--- config.mk ---
export PLATFORM = sky130hd
export DESIGN_NAME = dense_scale_relu6_requant_flat
export DESIGN_NICKNAME = d
export VERILOG_FILES = /design/src/rtl/dense_scale_relu6_requant_if.sv /design/src/rtl/dense_scale_relu6_requant.sv /design/src/flat_wrapper.sv
export SDC_FILE = /design/constraint.sdc
export NUM_CORES = 1
export LEC_CHECK = 0
export ABC_AREA = 1
export CORE_ASPECT_RATIO = 1.25
export CORE_MARGIN = 4
export CORE_UTILIZATION = 30
export CTS_BUF_LIST = sky130_fd_sc_hd__clkbuf_8
export CTS_CLUSTER_SIZE = 12
export DETAILED_ROUTE_END_ITERATION = 6
export PLACE_DENSITY = 0.42
export SYNTH_ARGS = -nofsm -noshare
export SYNTH_HDL_FRONTEND = slang
export SYNTH_SLANG_ARGS = --single-unit
export TNS_END_PERCENT = 50
--- constraint.sdc ---
create_clock -name clk -period 6.3 [get_ports clk]
set_input_delay 1.26 -clock clk [delete_from_list [all_inputs] [get_ports clk]]
set_output_delay 1.26 -clock clk [all_outputs]
set_load 0.02 [all_outputs]
--- src/rtl/dense_scale_relu6_requant_if.sv ---
// Stream, scale-ROM and status bundle for dense_scale_relu6_requant.
// The slave modport is the requant block; master is whatever drives it
// (MAC array, scale ROM, activation buffer, or a testbench).
interface dense_scale_relu6_requant_if #(
  parameter int ACC_W = 32
);
  logic                    start;
  logic signed [ACC_W-1:0] acc_data;
  logic                    acc_valid;
  logic                    acc_ready;
  logic [7:0]              scale_addr;
  logic [7:0]              scale_data;
  logic [7:0]              out_data;
  logic                    out_valid;
  logic                    out_ready;
  logic                    out_last;
  logic                    busy;
  logic                    done;
  logic [7:0]              sat_count;

  modport slave (
    input  start, acc_data, acc_valid, scale_data, out_ready,
    output acc_ready, scale_addr, out_data, out_valid, out_last,
           busy, done, sat_count
  );

  modport master (
    output start, acc_data, acc_valid, scale_data, out_ready,
    input  acc_ready, scale_addr, out_data, out_valid, out_last,
           busy, done, sat_count
  );
endinterface

--- src/rtl/dense_scale_relu6_requant.sv ---
// Per-channel BN scale, round/shift and ReLU6 clamp between the dense MAC
// array and the activation buffer. Two-stage pipeline: stage 1 registers
// the accumulator x scale product, stage 2 rounds, shifts and clamps.
// Optional macro DENSE_REQUANT_SAT_COUNT_EN enables the clamp-high counter
// on sat_count; without it sat_count is tied to zero.
module dense_scale_relu6_requant #(
  parameter int NUM_CH  = 128,
  parameter int ACC_W   = 32,
  parameter int SHIFT   = 7,
  parameter int RELU6_Q = 96
) (
  input  logic                         clk,
  input  logic                         rst,
  dense_scale_relu6_requant_if.slave   io
);

  localparam int PW = ACC_W + 9;
  localparam logic signed [PW-1:0] ROUND   = {{(PW-1){1'b0}}, 1'b1} << (SHIFT-1);
  localparam logic signed [PW-1:0] RELU6_S = PW'(RELU6_Q);
  localparam logic [7:0]           LAST_CH = 8'(NUM_CH-1);

  typedef enum logic [1:0] {IDLE, RUN, DRAIN} state_t;

  state_t                 state;
  logic [7:0]             ch_cnt;
  logic                   s1_valid;
  logic                   s1_last;
  logic signed [PW-1:0]   s1_prod;

  logic                   advance;
  logic                   s1_load;
  logic                   acc_hs;
  logic                   start_ok;
  logic signed [PW-1:0]   acc_ext;
  logic signed [PW-1:0]   scl_ext;
  logic signed [PW-1:0]   prod;
  logic signed [PW-1:0]   rnd;
  logic                   over;
  logic [7:0]             clamp;

  assign advance     = !io.out_valid | io.out_ready;
  assign s1_load     = advance | !s1_valid;
  assign io.acc_ready = (state == RUN) & (!s1_valid | advance);
  assign acc_hs      = io.acc_valid & io.acc_ready;
  assign start_ok    = (state == IDLE) & io.start;
  assign io.scale_addr = ch_cnt;
  assign io.busy     = (state != IDLE);

  // The scale is unsigned, so it gets a zero MSB before the signed multiply.
  assign acc_ext = {{9{io.acc_data[ACC_W-1]}}, io.acc_data};
  assign scl_ext = {{(PW-8){1'b0}}, io.scale_data};
  assign prod    = acc_ext * scl_ext;

  assign rnd  = (s1_prod + ROUND) >>> SHIFT;
  assign over = rnd > RELU6_S;

  // ReLU6 clamp of the rounded value into 0..RELU6_Q.
  always_comb begin
    clamp = rnd[7:0];
    if (rnd[PW-1])
      clamp = '0;
    else if (over)
      clamp = 8'(RELU6_Q);
  end

  // Pass control: IDLE waits for start, RUN accepts channels, DRAIN empties
  // the pipeline and pulses done once the last output is taken.
  always_ff @(posedge clk) begin
    if (rst) begin
      state   <= IDLE;
      io.done <= 1'b0;
    end else begin
      io.done <= 1'b0;
      case (state)
        IDLE:    if (io.start) state <= RUN;
        RUN:     if (acc_hs && ch_cnt == LAST_CH) state <= DRAIN;
        DRAIN: begin
          if (io.out_valid && io.out_ready && io.out_last) begin
            state   <= IDLE;
            io.done <= 1'b1;
          end
        end
        default: state <= IDLE;
      endcase
    end
  end

  // Channel counter doubles as the ROM address; it parks on the last channel.
  always_ff @(posedge clk) begin
    if (rst)
      ch_cnt <= '0;
    else if (start_ok)
      ch_cnt <= '0;
    else if (acc_hs && ch_cnt != LAST_CH)
      ch_cnt <= ch_cnt + 8'd1;
  end

  // Stage 1 captures the product and last-channel tag on each acc handshake.
  always_ff @(posedge clk) begin
    if (rst) begin
      s1_valid <= 1'b0;
      s1_last  <= 1'b0;
      s1_prod  <= '0;
    end else if (s1_load) begin
      s1_valid <= acc_hs;
      if (acc_hs) begin
        s1_prod <= prod;
        s1_last <= (ch_cnt == LAST_CH);
      end
    end
  end

  // Stage 2 output register; holds its contents while stalled downstream.
  always_ff @(posedge clk) begin
    if (rst) begin
      io.out_valid <= 1'b0;
      io.out_data  <= '0;
      io.out_last  <= 1'b0;
    end else if (advance) begin
      io.out_valid <= s1_valid;
      if (s1_valid) begin
        io.out_data <= clamp;
        io.out_last <= s1_last;
      end
    end
  end

`ifdef DENSE_REQUANT_SAT_COUNT_EN
  logic [7:0] sat_q;

  // Counts upper-clamp events as they load into stage 2, saturating at 255.
  always_ff @(posedge clk) begin
    if (rst)
      sat_q <= '0;
    else if (start_ok)
      sat_q <= '0;
    else if (advance && s1_valid && over && sat_q != 8'hFF)
      sat_q <= sat_q + 8'd1;
  end

  assign io.sat_count = sat_q;
`else
  assign io.sat_count = '0;
`endif

endmodule
--- src/flat_wrapper.sv ---
// flat-port wrapper written by rule: the top's interface ports become plain ports
module dense_scale_relu6_requant_flat 
#(
  parameter int NUM_CH  = 128,
  parameter int ACC_W   = 32,
  parameter int SHIFT   = 7,
  parameter int RELU6_Q = 96
)
  (clk, rst, io_start, io_acc_data, io_acc_valid, io_scale_data, io_out_ready, io_acc_ready, io_scale_addr, io_out_data, io_out_valid, io_out_last, io_busy, io_done, io_sat_count);
  dense_scale_relu6_requant_if #(.ACC_W(ACC_W)) io_i ();
  input  logic clk;
  input  logic rst;
  input wire logic [$bits(io_i.start)-1:0] io_start;
  input wire logic [$bits(io_i.acc_data)-1:0] io_acc_data;
  input wire logic [$bits(io_i.acc_valid)-1:0] io_acc_valid;
  input wire logic [$bits(io_i.scale_data)-1:0] io_scale_data;
  input wire logic [$bits(io_i.out_ready)-1:0] io_out_ready;
  output wire logic [$bits(io_i.acc_ready)-1:0] io_acc_ready;
  output wire logic [$bits(io_i.scale_addr)-1:0] io_scale_addr;
  output wire logic [$bits(io_i.out_data)-1:0] io_out_data;
  output wire logic [$bits(io_i.out_valid)-1:0] io_out_valid;
  output wire logic [$bits(io_i.out_last)-1:0] io_out_last;
  output wire logic [$bits(io_i.busy)-1:0] io_busy;
  output wire logic [$bits(io_i.done)-1:0] io_done;
  output wire logic [$bits(io_i.sat_count)-1:0] io_sat_count;
  assign io_i.start = io_start;
  assign io_i.acc_data = io_acc_data;
  assign io_i.acc_valid = io_acc_valid;
  assign io_i.scale_data = io_scale_data;
  assign io_i.out_ready = io_out_ready;
  assign io_acc_ready = io_i.acc_ready;
  assign io_scale_addr = io_i.scale_addr;
  assign io_out_data = io_i.out_data;
  assign io_out_valid = io_i.out_valid;
  assign io_out_last = io_i.out_last;
  assign io_busy = io_i.busy;
  assign io_done = io_i.done;
  assign io_sat_count = io_i.sat_count;
  dense_scale_relu6_requant #(.NUM_CH(NUM_CH), .ACC_W(ACC_W), .SHIFT(SHIFT), .RELU6_Q(RELU6_Q)) u_core (.clk(clk), .rst(rst), .io(io_i));
endmodule
==> metrics.md <==
| Metric | Value |
|---|---|
| Commonest non-fill, non-tap cells in the layout | inv_1 (545), nand2_1 (493), fa_1 (197) |
| Worst-path maximum fanout | 32 |
| Post-synth top area share | 30.30% |
| Routed WL | 35670 microns |
| Met3 WL post-DR | 421 microns |
| Number of remaining DRC errors | 0 |
| Clk buf depth | 2 |
| Initial antenna violation count | 0 |
| CP most frequent cell | inv_1 |
| Top FF cell, synth | dfxtp_1 |
| Unrepaired setup endpoints after global routing | false |
| CTS Sinks | 58 |
| Worst Hold Slack | 438.3 ps |
| Die height | 240.9 microns |
| CTS tree | done |
| Horiz. Die Dim | 194.3 microns |
| Drt first pass iters | 5 |
| Setup WS pre-CTS | -37.31 ps |
| TritonCTS Buffers | 9 |
| Routed len/inst | 13.86 microns |
| H-Tree Depth | 3 |
| Sequential area share after synthesis | 8.920% |
| GPL Wtd Cong | 0.8154 |
| FFs w/ async S/R, synth | 0% |
| Setup bufs post-CTS | 0 |
| Biggest cell delay along the critical path | 530 ps |
| 1st-iter DRT viols | 485 |
| Ranking of synthesized cells by area | fa_1 (30%), inv_1 (16%), nand2_1 (14%) |
| Initial Util | 30.30% |
| Synth cell types | 43 |
| CP required | 6560 ps |
| Buffers on Ports | 65 |
| Fmax achieved | 167.2 MHz |
| Layout cells sized above 1 | 6.023% |
| Via/cell ratio | 4.339 |
| Status | complete, no violations |
| Slew headroom | 63.95% |
| DP Wirelength | 30840 microns |
| Flop and latch count out of synthesis | 58 |
| Fin crit period | 5982 ps |
| Die area | 46810 sq um |
| CTS clk-pin slew, worst paths | 70 ps |
| Yosys warning count | 0 |
| WL met1 | 16520 microns |
| Crit share post-route | 94.95% |
| Post-Synthesis Cell Area | 13020 sq um |
| Vias in the first global route | 11950 |
| Total GRT Usage | 15.84% |
| CP arrival | 6240 ps |
| Area delta synth->final | 14.12% |
| Hold Buf Count CTS | 0 |
| CP endpoint kind | flop |
| Maxcap violations | 0 |
| Largest net degree at the start of global routing | 36 |
| Syn Inst Count | 1931 |
| Crit path max-delay family | adder cells |
| # rows | 85 |
| EDFF count, synth | 0 |
| Static Leak | 8.452 nW |
| Critical path, cell by cell | clkdlybuf4s50_1 -> buf_12 -> nand2_1 -> fa_1 -> fa_1 -> inv_1 -> fa_1 -> inv_1 -> fa_1 -> inv_1 -> ha_1 -> nand2_1 -> nor2_1 -> inv_1 -> o21ai_2 -> a21oi_1 -> buf_4 -> o21bai_1 -> nand3_1 -> nand3_1 -> nand3_1 -> nand2_1 -> inv_1 |
| DRT antenna net count | 0 |
| Worst-Margin Slew | 540.2 ps |
| PostCTS Resize Cnt | 0 |
| Worst min path class | reg2reg |
| Peak supply drop | 134.5 uV |
| Final hold vios | 0 |
| Setup Skew | 7.635 ps |
| WL met2 | 18420 microns |
| Power density cells | 359.9 nW/um^2 |
| Via count | 11170 |
| Syn_area_per_cell | 6.741 sq um |
| Final WS setup | 318.1 ps |
| Root Driver | clkbuf_8 |
| WP buf/inv | 8 |
| Clock latency on the worst-skew pair | 360 ps |
| Total gr overflow | 0 |
| First-pass GRT wire length | 60900 microns |
| IO Count | 74 |
| Commonest non-fill, non-tap cell in the layout | inv_1 |
| Kind of critical path | in2reg |
| Final core occ | 34.57% |
| Setup crit start kind | primary input |
| Largest area contributor in the netlist | fa_1 |
| Slowest CP cell | fa_1 |
| Final setup viols | 0 |
| Core Region | 42970 sq um |
| Fin. max-slew vios | 0 |
| Final nets | 2326 |
| Max Used Layer | met4 |
| Antenna fix cells | 0 |
[logic make-up (layout without fill, tap and decap cells)]
kind of cell,Yosys count,after routing,synth area share (%)
and+or+nand+nor,755,755,24.46
buffers and inverters,624,695,18.45
adders and majority gates,277,277,37.99
AOI/OAI and AO/OA,178,178,7.593
DFF,58,58,8.920
xor gates and xnor gates,38,38,2.557
other,1,8,0.02881
[final timing paths]
kind | start | to | slack, ps | cells past startpoint
worst max-delay path | io_scale_data[5] | u_core.s1_prod[33]$_SDFFE_PP0P_ | 320 | 23
worst min register to register | u_core.io.out_data[7]$_SDFFE_PP0P_ | u_core.io.out_data[7]$_SDFFE_PP0P_ | 440 | 2
worst min-delay path | u_core.io.out_data[7]$_SDFFE_PP0P_ | u_core.io.out_data[7]$_SDFFE_PP0P_ | 440 | 2
worst max register to register | u_core.io.out_valid$_SDFFE_PP0P_ | u_core.s1_prod[22]$_SDFFE_PP0P_ | 3950 | 11
[power breakdown]
part	switching, W	internal (W)	leakage (nW)
logic	0.00275	0.00181	7.87
clock network	0.000161	0.000190	0.107
registers	0.0000363	0.000399	0.473
[layer usage]
metal  global-route usage, %  vias to the layer above
met2                   29.83                       95
met5                       0                        -
met3                  0.9634                       20
li1                        -                     5748
met1                   20.50                     5305
met4                   2.430                        0
[state kept, by name, summed over array words and instances, names as in the netlist]
| register | flops |
|---|---|
| u_core.io.done | 1 |
| u_core.s1_valid | 1 |
| u_core.io.scale_addr | 8 |
| u_core.state | 2 |
| u_core.io.out_valid | 1 |
| u_core.io.out_last | 1 |
| u_core.s1_prod | 35 |
| u_core.s1_last | 1 |
| u_core.io.out_data | 8 |
[synth_stat cells (2+ instances only)]
cell,n
nor3b_1,2
xor2_1,28
fa_1,197
o21bai_1,9
a21boi_0,2
dfxtp_1,58
nor3_1,12
buf_4,8
ha_1,80
a21oi_1,85
o21a_1,7
inv_2,4
o21ai_0,50
o21ai_2,2
nand4_1,24
nor2_1,121
o21ai_1,3
xnor2_1,10
clkbuf_1,43
and2_1,2
nand3_2,4
inv_1,544
nor4_1,5
o211ai_1,3
a211oi_1,3
clkbuf_2,24
a21o_1,9
a31oi_1,3
nand2_1,493
nor2_2,8
nand2_2,11
nor2_4,8
nand3_1,58
nand3b_1,2
[worst register-to-register path, cell delays in order, from the launching register on]
cell and delay (ps):
dfxtp_1 320, nand2_1 100, nor2_1 60, inv_1 50, nand3_1 100, nor2_2 320, clkinv_1 500, buf_4 410
a21oi_1 150, o21ai_0 100, o211ai_1 90, inv_1 50
[through the flow]
| step | cell area [sq um] | power [W] | setup TNS [ps] | cells |
|---|---|---|---|---|
| floorplan | 13040 | 0.003467 | 0 | 1938 |
| global placement | 14660 | 0.005068 | -25.64 | 2558 |
| detailed placement | 14660 | 0.005055 | -59.47 | 2558 |
| CTS | 14860 | 0.005448 | 0 | 2574 |
| global route | 14860 | 0.006109 | 0 | 2574 |
| finish | 14860 | 0.005347 | 0 | 2574 |
[area by class of cell]
cell class	instances	area (sq um)
Multi-Input combinational cell	1256	9480
Sequential cell	58	1161
Clock inverter	6	57.56
Inverter	549	2061
Timing Repair Buffer	130	1251
Tap cell	565	706.9
Fill cell	4815	28110
Clock buffer	10	137.6
No activity file was read; power rests on OpenSTA's default activity.
